==> src/rtl/shift_sequencer.sv <==
// Multi-cycle shift/rotate unit: one 1-bit step per clock over a valid/ready
// request handshake, with result/carry/zero presented on a valid/ready done handshake.
module shift_sequencer #(
  parameter int WIDTH = 8,
  parameter int SHW   = 5
) (
  input  logic             clk,
  input  logic             rst,
  input  logic             flush,
  input  logic             start_valid,
  output logic             start_ready,
  input  logic [1:0]       op,
  input  logic [WIDTH-1:0] operand,
  input  logic [SHW-1:0]   shamt,
  output logic             done_valid,
  input  logic             done_ready,
  output logic [WIDTH-1:0] result,
  output logic             carry,
  output logic             zero,
  output logic             busy
);

  localparam int CW = $clog2(WIDTH + 2);

  typedef enum logic [1:0] {IDLE, BUSY, DONE} state_t;

  state_t         state, state_nx;
  logic [1:0]     op_q;
  logic [CW-1:0]  cnt;
  logic [CW-1:0]  acc_count;
  logic [WIDTH:0] stepped;

  // Rotates wrap modulo WIDTH; shifts clamp at WIDTH+1, since every step past
  // WIDTH only moves zeros and the final carry is already zero.
  function automatic logic [CW-1:0] eff_count(input logic [1:0] o, input logic [SHW-1:0] s);
    int n;
    n = 32'(s);
    if (!o[1]) n = n % WIDTH;
    else if (n > WIDTH + 1) n = WIDTH + 1;
    return CW'(n);
  endfunction

  // Returns {carry, value} after one 1-bit step.
  function automatic logic [WIDTH:0] step(input logic [1:0] o, input logic [WIDTH-1:0] r);
    logic [WIDTH:0] s;
    unique case (o)
      2'b00: s = {r[WIDTH-1], r[WIDTH-2:0], r[WIDTH-1]};
      2'b01: s = {r[0], r[0], r[WIDTH-1:1]};
      2'b10: s = {r[WIDTH-1], r[WIDTH-2:0], 1'b0};
      2'b11: s = {r[0], 1'b0, r[WIDTH-1:1]};
    endcase
    return s;
  endfunction

  assign acc_count = eff_count(op, shamt);
  assign stepped   = step(op_q, result);

  always_ff @(posedge clk or posedge rst) begin
    if (rst) state <= IDLE;
    else     state <= state_nx;
  end

  always_comb begin
    state_nx    = state;
    start_ready = 1'b0;
    done_valid  = 1'b0;
    busy        = 1'b0;
    case (state)
      IDLE: if (start_valid) state_nx = (acc_count == '0) ? DONE : BUSY;
      BUSY: if (cnt == CW'(1)) state_nx = DONE;
      DONE: if (done_ready) state_nx = IDLE;
      default: state_nx = IDLE;
    endcase
    if (flush) state_nx = IDLE;
    start_ready = (state == IDLE) && !rst;
    done_valid  = (state == DONE);
    busy        = (state != IDLE);
  end

  // Datapath: capture at accept, one step per BUSY cycle; flush leaves it untouched.
  always_ff @(posedge clk or posedge rst) begin
    if (rst) begin
      result <= '0;
      carry  <= 1'b0;
      zero   <= 1'b0;
      op_q   <= 2'b00;
      cnt    <= '0;
    end else if (!flush) begin
      if (state == IDLE && start_valid) begin
        result <= operand;
        carry  <= 1'b0;
        op_q   <= op;
        cnt    <= acc_count;
        if (acc_count == '0) zero <= (operand == '0);
      end else if (state == BUSY) begin
        result <= stepped[WIDTH-1:0];
        carry  <= stepped[WIDTH];
        cnt    <= cnt - CW'(1);
        if (cnt == CW'(1)) zero <= (stepped[WIDTH-1:0] == '0);
      end
    end
  end

endmodule

==> config.mk <==
export PLATFORM = sky130hd
export DESIGN_NAME = shift_sequencer
export DESIGN_NICKNAME = d
export VERILOG_FILES = /design/src/rtl/shift_sequencer.sv
export SDC_FILE = /design/constraint.sdc
export NUM_CORES = 1
export LEC_CHECK = 0
export CORE_UTILIZATION = 45
export DETAILED_ROUTE_END_ITERATION = 10
export MAX_ROUTING_LAYER = met4
export PLACE_DENSITY_LB_ADDON = 0.1
export REMOVE_ABC_BUFFERS = 1
export SYNTH_ARGS = -nofsm -noshare
export SYNTH_HDL_FRONTEND = slang
export SYNTH_SLANG_ARGS = --single-unit
==> constraint.sdc <==
create_clock -name clk -period 2 [get_ports clk]
set_input_delay 0.6 -clock clk [delete_from_list [all_inputs] [get_ports clk]]
set_output_delay 0.6 -clock clk [all_outputs]
set_load 0.01 [all_outputs]
== Word level (Yosys, flattened, before mapping) ==
Cells that the tools add are included.

* Bits in registers: 18
* Input port bits: 20
* Word-level logic and storage cells: 53
* Output and inout bits: 13

* Mux-type cells: 19
* Equality and inequality tests: 10
* Add/sub/neg operators: 1
* $lt $le $gt $ge: 1
* Reductions and logical operators: 15
* Bitwise logic cells: 1

{| class="wikitable"
|+ Operators by type and width
! kind !! count
|-
| 9-bit case mux with 4 select lines || 1
|-
| 8-bit logical NOT || 2
|-
| 4-bit two-way mux || 4
|-
| 8-bit two-way mux || 2
|-
| 2-bit two-way mux || 5
|-
| 2-bit == test (second input constant) || 3
|-
| 1-bit two-way mux || 6
|-
| 3-bit != test (second input constant) || 2
|-
| 2-bit case mux with 3 select lines || 1
|-
| 2-bit nonzero test || 3
|-
| 5-bit by 4-bit > comparator with 1-bit output (second input constant) || 1
|-
| 2-bit by 1-bit == test with 1-bit output (second input constant) || 2
|-
| 4-bit by 1-bit == test with 1-bit output (second input constant) || 1
|-
| 2-bit logical NOT || 2
|-
| 4-bit logical NOT || 1
|-
| 2-bit AND reduction || 2
|-
| 4-bit AND reduction || 1
|-
| 4-bit by 1-bit subtractor with 4-bit output (second input constant) || 1
|-
| 3-bit by 2-bit != test with 1-bit output (second input constant) || 1
|-
| 3-bit AND reduction || 1
|-
| 1-bit logical AND || 2
|-
| 2-bit != test (second input constant) || 1
|-
| 1-bit logical NOT || 1
|-
| 1-bit NOT || 1
|}

== Longest topological paths before layout ==
Gate-level depths: netlist of run 1.

* Word-level depth: 8
* Mapped depth: 6
* Gate-level depth less buffers: 5

== Least setup slack after synthesis of run 1 ==
No wires, ideal clock.

* Kind: input-to-reg
* Start: input port start_valid
* End: register zero
* Data required time: 1872 ps
* Data arrival time: 1858 ps
* Stages: 6
* Library setup time: 128 ps
* Path buffers: 2
* Setup slack: 14 ps
* Path through: or3b_1 > buf_2 > or2_1 > buf_2 > o21ai_1 > mux2_1

* Cells in the longest elaborated chain, start to end: 3
* Elaborated cells on any way between the ends: 6
* Those cells by class: 1 x eq/ne; 1 x mux; 4 x reduce/logical

{| class="wikitable"
|+ RTL lines
! what !! line !! RTL
|-
| start: declaration || 10 || <nowiki>input logic start_valid,</nowiki>
|-
| 1-bit logical AND * || 89 || <nowiki>if (state == IDLE && start_valid) begin</nowiki>
|-
| 2-bit != test (no source line) or 2-bit nonzero test (tied branches) || - ||
|-
| 4-bit AND reduction (no source line) || - ||
|-
| end signal: assignment || 94 || <nowiki>if (acc_count == '0) zero <= (operand == '0);</nowiki>
|-
| end signal: assignment || 99 || <nowiki>if (cnt == CW'(1)) zero <= (stepped[WIDTH-1:0] == '0);</nowiki>
|-
| end: declaration || 19 || <nowiki>output logic zero,</nowiki>
|}

Every way passes the cells marked *; elsewhere a longest branch is shown, timed or not.
A chain may end at the register's enable or synchronous reset.

== Final worst setup path of run 1 ==
Same ends and word-level chain as after synthesis.

==> key figures, run 1 <==
Placed design
  • Instance count after placement with tap cells included: 192
  • Number of I/O port buffers: 32
  • Final RePlAce weighted congestion: 0.8987
  • Total half-perimeter wirelength after legalization and detailed placement: 2.266 mm

Power and ir drop
  • Relative contribution of combinational cells to total power: 41.7%
  • Net switching fraction of the power: 35.71%
  • Clock network fraction of total power: 16.1%
  • Overall power consumption: 0.001439 W
  • Switching pwr: 0.0005138 W
  • Leak Pwr: 0.7321 nW
  • Power density cells: 883.8 nW/um2
  • Internal Pwr Total: 0.0009249 W
  • Sequential fraction of design power: 42.2%
  • Worst vdd ir: 0.0006407 V

GRT
  • Initial antenna violation count: 0
  • Maximum number of pins on one net before global-route repair: 19
  • Aggregate global-route resource usage: 26.22%
  • GR Overflow Total: 0
  • Number of global-route vias before repair: 1072
  • Global-route wire length before repair: 4.774 mm

Clock tree
  • Worst-Skew Late Latency: 0.30 ns
  • Cell at the root of the clock tree: clkbuf_4
  • Clock transition time at the flip-flop clock pins of the worst setup and hold paths: 0.11 ns
  • Clock tree from TritonCTS: done
  • Clock H-tree levels: 1
  • Post-CTS Setup Bufs: 0
  • Clock sink total: 18
  • Clock buffer depth: 2
  • Hold buffers post-CTS: 0
  • Number of buffers created by CTS: 3

Critical path
  • Master of the slowest instance on the critical path: clkdlybuf4s50_1
  • Slowest Stage Delay on Critical Path: 0.47 ns
  • Critical setup path kind: primary input to flop
  • Maximum net fanout on the critical path: 4
  • Count of cells along the worst register-to-register path: 5
  • Buf/Inv on CP: 1
  • Cell-by-cell trace of the critical path: clkdlybuf4s50_1, or3b_4, or2_1, o21ai_2, mux2_4
  • Path length in cells of the critical path: 5
  • Category of the worst setup path capture point: flop
  • Crit path required time: 2.19 ns
  • Kind of start point of the critical path: primary input
  • Largest delay contributor family on the critical path: simple AND/OR/NAND/NOR gates
  • Worst Path Arrival: 2.18 ns

Detailed routing
  • Number of remaining DRC errors: 0
  • Number of optimization iterations in the first detailed-route pass: 4
  • Remaining number of nets flagged by the antenna check after routing: 0
  • Detailed router's first-iteration violation count: 24
  • Count of vias placed by the detailed router: 1101
  • Final routed wirelength across all metal layers: 3.025 mm
  • Detail-routed via count per cell: 5.617
  • Post-DR wirelength/cell: 15.43 um

Logic synthesis
  • Compound-Gate Fraction of Synth Area: 22.59%
  • Yosys warning total: 0
  • FFs w/ async S/R, synth: 100.0%
  • Share of synthesized area occupied by flip-flops and latches: 42.81%
  • Top post-synthesis cells by area: dfrtp_1 (43%), mux2i_1 (6.7%), nand2_1 (5.0%)
  • Most repeated cell in the gate-level netlist after synthesis: dfrtp_1
  • Parity-gate share of the synthesized area counting xor and xnor cells: 0%
  • Distinct cell type count of the synthesized netlist: 37
  • Area of the mapped netlist: 1052 um2
  • Synth Area in Simple Gates: 20.33%
  • Top-area cell type share of the netlist area: 42.81%
  • Count of flip-flops with a built-in enable after synthesis: 0
  • Count of state elements after synthesis: 18
  • Synth Flop Type: dfrtp_1
  • Main combinational cell family by area after synthesis: compound AO/OA/AOI/OAI gates
  • Mean instance size in the synthesized netlist: 9.230 um2
  • Most used standard cells in the synthesized netlist: dfrtp_1 (18), nand2_1 (14), nor2_1 (8), o21ai_0 (8), mux2i_1 (7)
  • Adder-cell area share of the yosys netlist: 2.378%
  • Cell accounting for the most synthesized area: dfrtp_1
  • Synthesized instance count: 114
  • Share of cell area taken by muxes after synthesis: 8.799%

STA
  • Post-Route Setup TNS: 0 ns
  • Tcrit/Tclk final: 99.85%
  • Actual transition at the worst max-transition pin: 0.6286 ns
  • Max Clock Freq: 500.7 MHz
  • Minimum clock period: 1.997 ns
  • Worst clock skew: 0.01061 ns
  • Worst Hold Slack: 0.4938 ns
  • Rel. slew slack: 57.81%
  • Total count of hold-check failures in the final report: 0
  • Count of final setup violators: 0
  • Total count of max-transition violations in the final report: 0

Die
  • Die W: 50.36 um
  • Vert. Die Dim: 50.36 um
  • I/O pin cnt: 33
  • Overall die area: 2536 um2
  • Std cell rows: 17
  • Effective utilization at floorplan: 47.57%
  • Area of the core: 2212 um2

Finish
  • Total of fill cells in the finished design: 166
  • Number of nets in the final layout: 191
  • Final Util: 73.59%
  • Fin cells: 196
  • # diodes: 0
  • Area added between synthesis and finish: 54.70%
  • Layout cell share with drive strength beyond 1: 21.43%

Worst hold path
  • Worst hold path cell count: 2
  • Hold WC Path Type: flop to flop

Job
  • Max Cap Violations: 0

Status
  • Result of the run: complete, no violations
per-layer routing:
metal / global-route usage (%) / part of all wire (%)
met1: 28.52 / 42
met2: 46.67 / 52
met3: 3.939 / 3.0
met4: 12.04 / 2.4
met5: - / 0
layout by cell type (no fill, tap or decap), types with 3 or more instances in the layout:
| master | Yosys | layout |
|---|---|---|
| a21oi_1 | 4 | 4 |
| buf_4 | 0 | 21 |
| clkbuf_4 | 0 | 3 |
| clkdlybuf4s50_1 | 0 | 25 |
| dfrtp_1 | 18 | 17 |
| dlymetal6s2s_1 | 0 | 4 |
| inv_1 | 5 | 5 |
| mux2i_1 | 7 | 7 |
| nand2_1 | 14 | 14 |
| nor2_1 | 8 | 8 |
| nor2b_1 | 3 | 3 |
| nor3_1 | 5 | 5 |
| o21ai_0 | 8 | 8 |
| o221a_1 | 3 | 3 |
| o22ai_1 | 3 | 3 |
kinds of logic after synthesis:
group | count (synthesis)
DFF | 18
muxes | 9
adders and majority gates | 2
and+or+nand+nor | 43
AOI/OAI and AO/OA | 34
buffers and inverters | 8
final cells by class:
type	count	area [um2]	area share [%]
Sequential cell	18	451.7	27.75
Timing Repair Buffer	53	485.5	29.82
Multi-Input combinational cell	88	600.6	36.89
Clock buffer	4	36.28	2.229
Tap cell	28	35.03	2.152
Inverter	5	18.77	1.153
worst reg2reg max path: stages, from the launching register on:
cell	delay [ns]
dfrtp_1	0.39
buf_4	0.16
or3b_4	0.41
or2_1	0.25
o21ai_2	0.16
mux2_4	0.31
state kept, by name (all words and copies together), names as in the netlist:
name,flops
state,2
cnt,4
carry,1
result,8
op_q,2
zero,1
path summary, 6_finish.rpt:
kind                                            from               endpoint  slack [ns]
worst max-delay path                     start_valid       zero$_DFFE_PP0P_       0.003
worst min-delay path               carry$_DFFE_PP0P_      carry$_DFFE_PP0P_        0.49
worst max register to register  state[0]$_DFFE_PP0P_       zero$_DFFE_PP0P_        0.23
worst min register to register     carry$_DFFE_PP0P_      carry$_DFFE_PP0P_        0.49
max in group asynchronous                        rst  result[6]$_DFFE_PP0P_        1.15
min in group asynchronous                        rst  result[0]$_DFFE_PP0P_        0.64
stage by stage:
step                      instance area (um2)  worst slack, ns
after detailed placement                 1551          -0.3345
after floorplan                          1039          0.08231
after global placement                   1551          -0.3128
final                                    1628         0.002938
after CTS                                1590         0.002168
after global routing                     1628       -0.0003448
power by group through the flow:
stage | combinational (W) | sequential [W] | clock [W]
5_1_grt | 0.000654 | 0.000621 | 0.000254
4_1_cts | 0.000593 | 0.000603 | 0.000237
2_1_floorplan | 0.000280 | 0.000605 | 0
3_5_place_dp | 0.000592 | 0.000611 | 0
3_3_place_gp | 0.000576 | 0.000604 | 0
6_report | 0.000599 | 0.000607 | 0.000232
timing repair:
| item | in CTS | in global routing |
|---|---|---|
| pin swaps | 2 | 2 |
| setup endpoints to repair | 4 | 3 |
| gates cloned | 0 | 0 |
| resized for setup | 5 | 11 |
| endpoints found under the hold margin | 0 | 0 |
Note: power is estimated with default switching activity, not from simulation.
==> run 2: changes to the inputs <==
Settings changed: CTS_CLUSTER_DIAMETER set to 50.
==> results of run 2 <==
Final layout, timing and power as in run 1 (identical DEF).
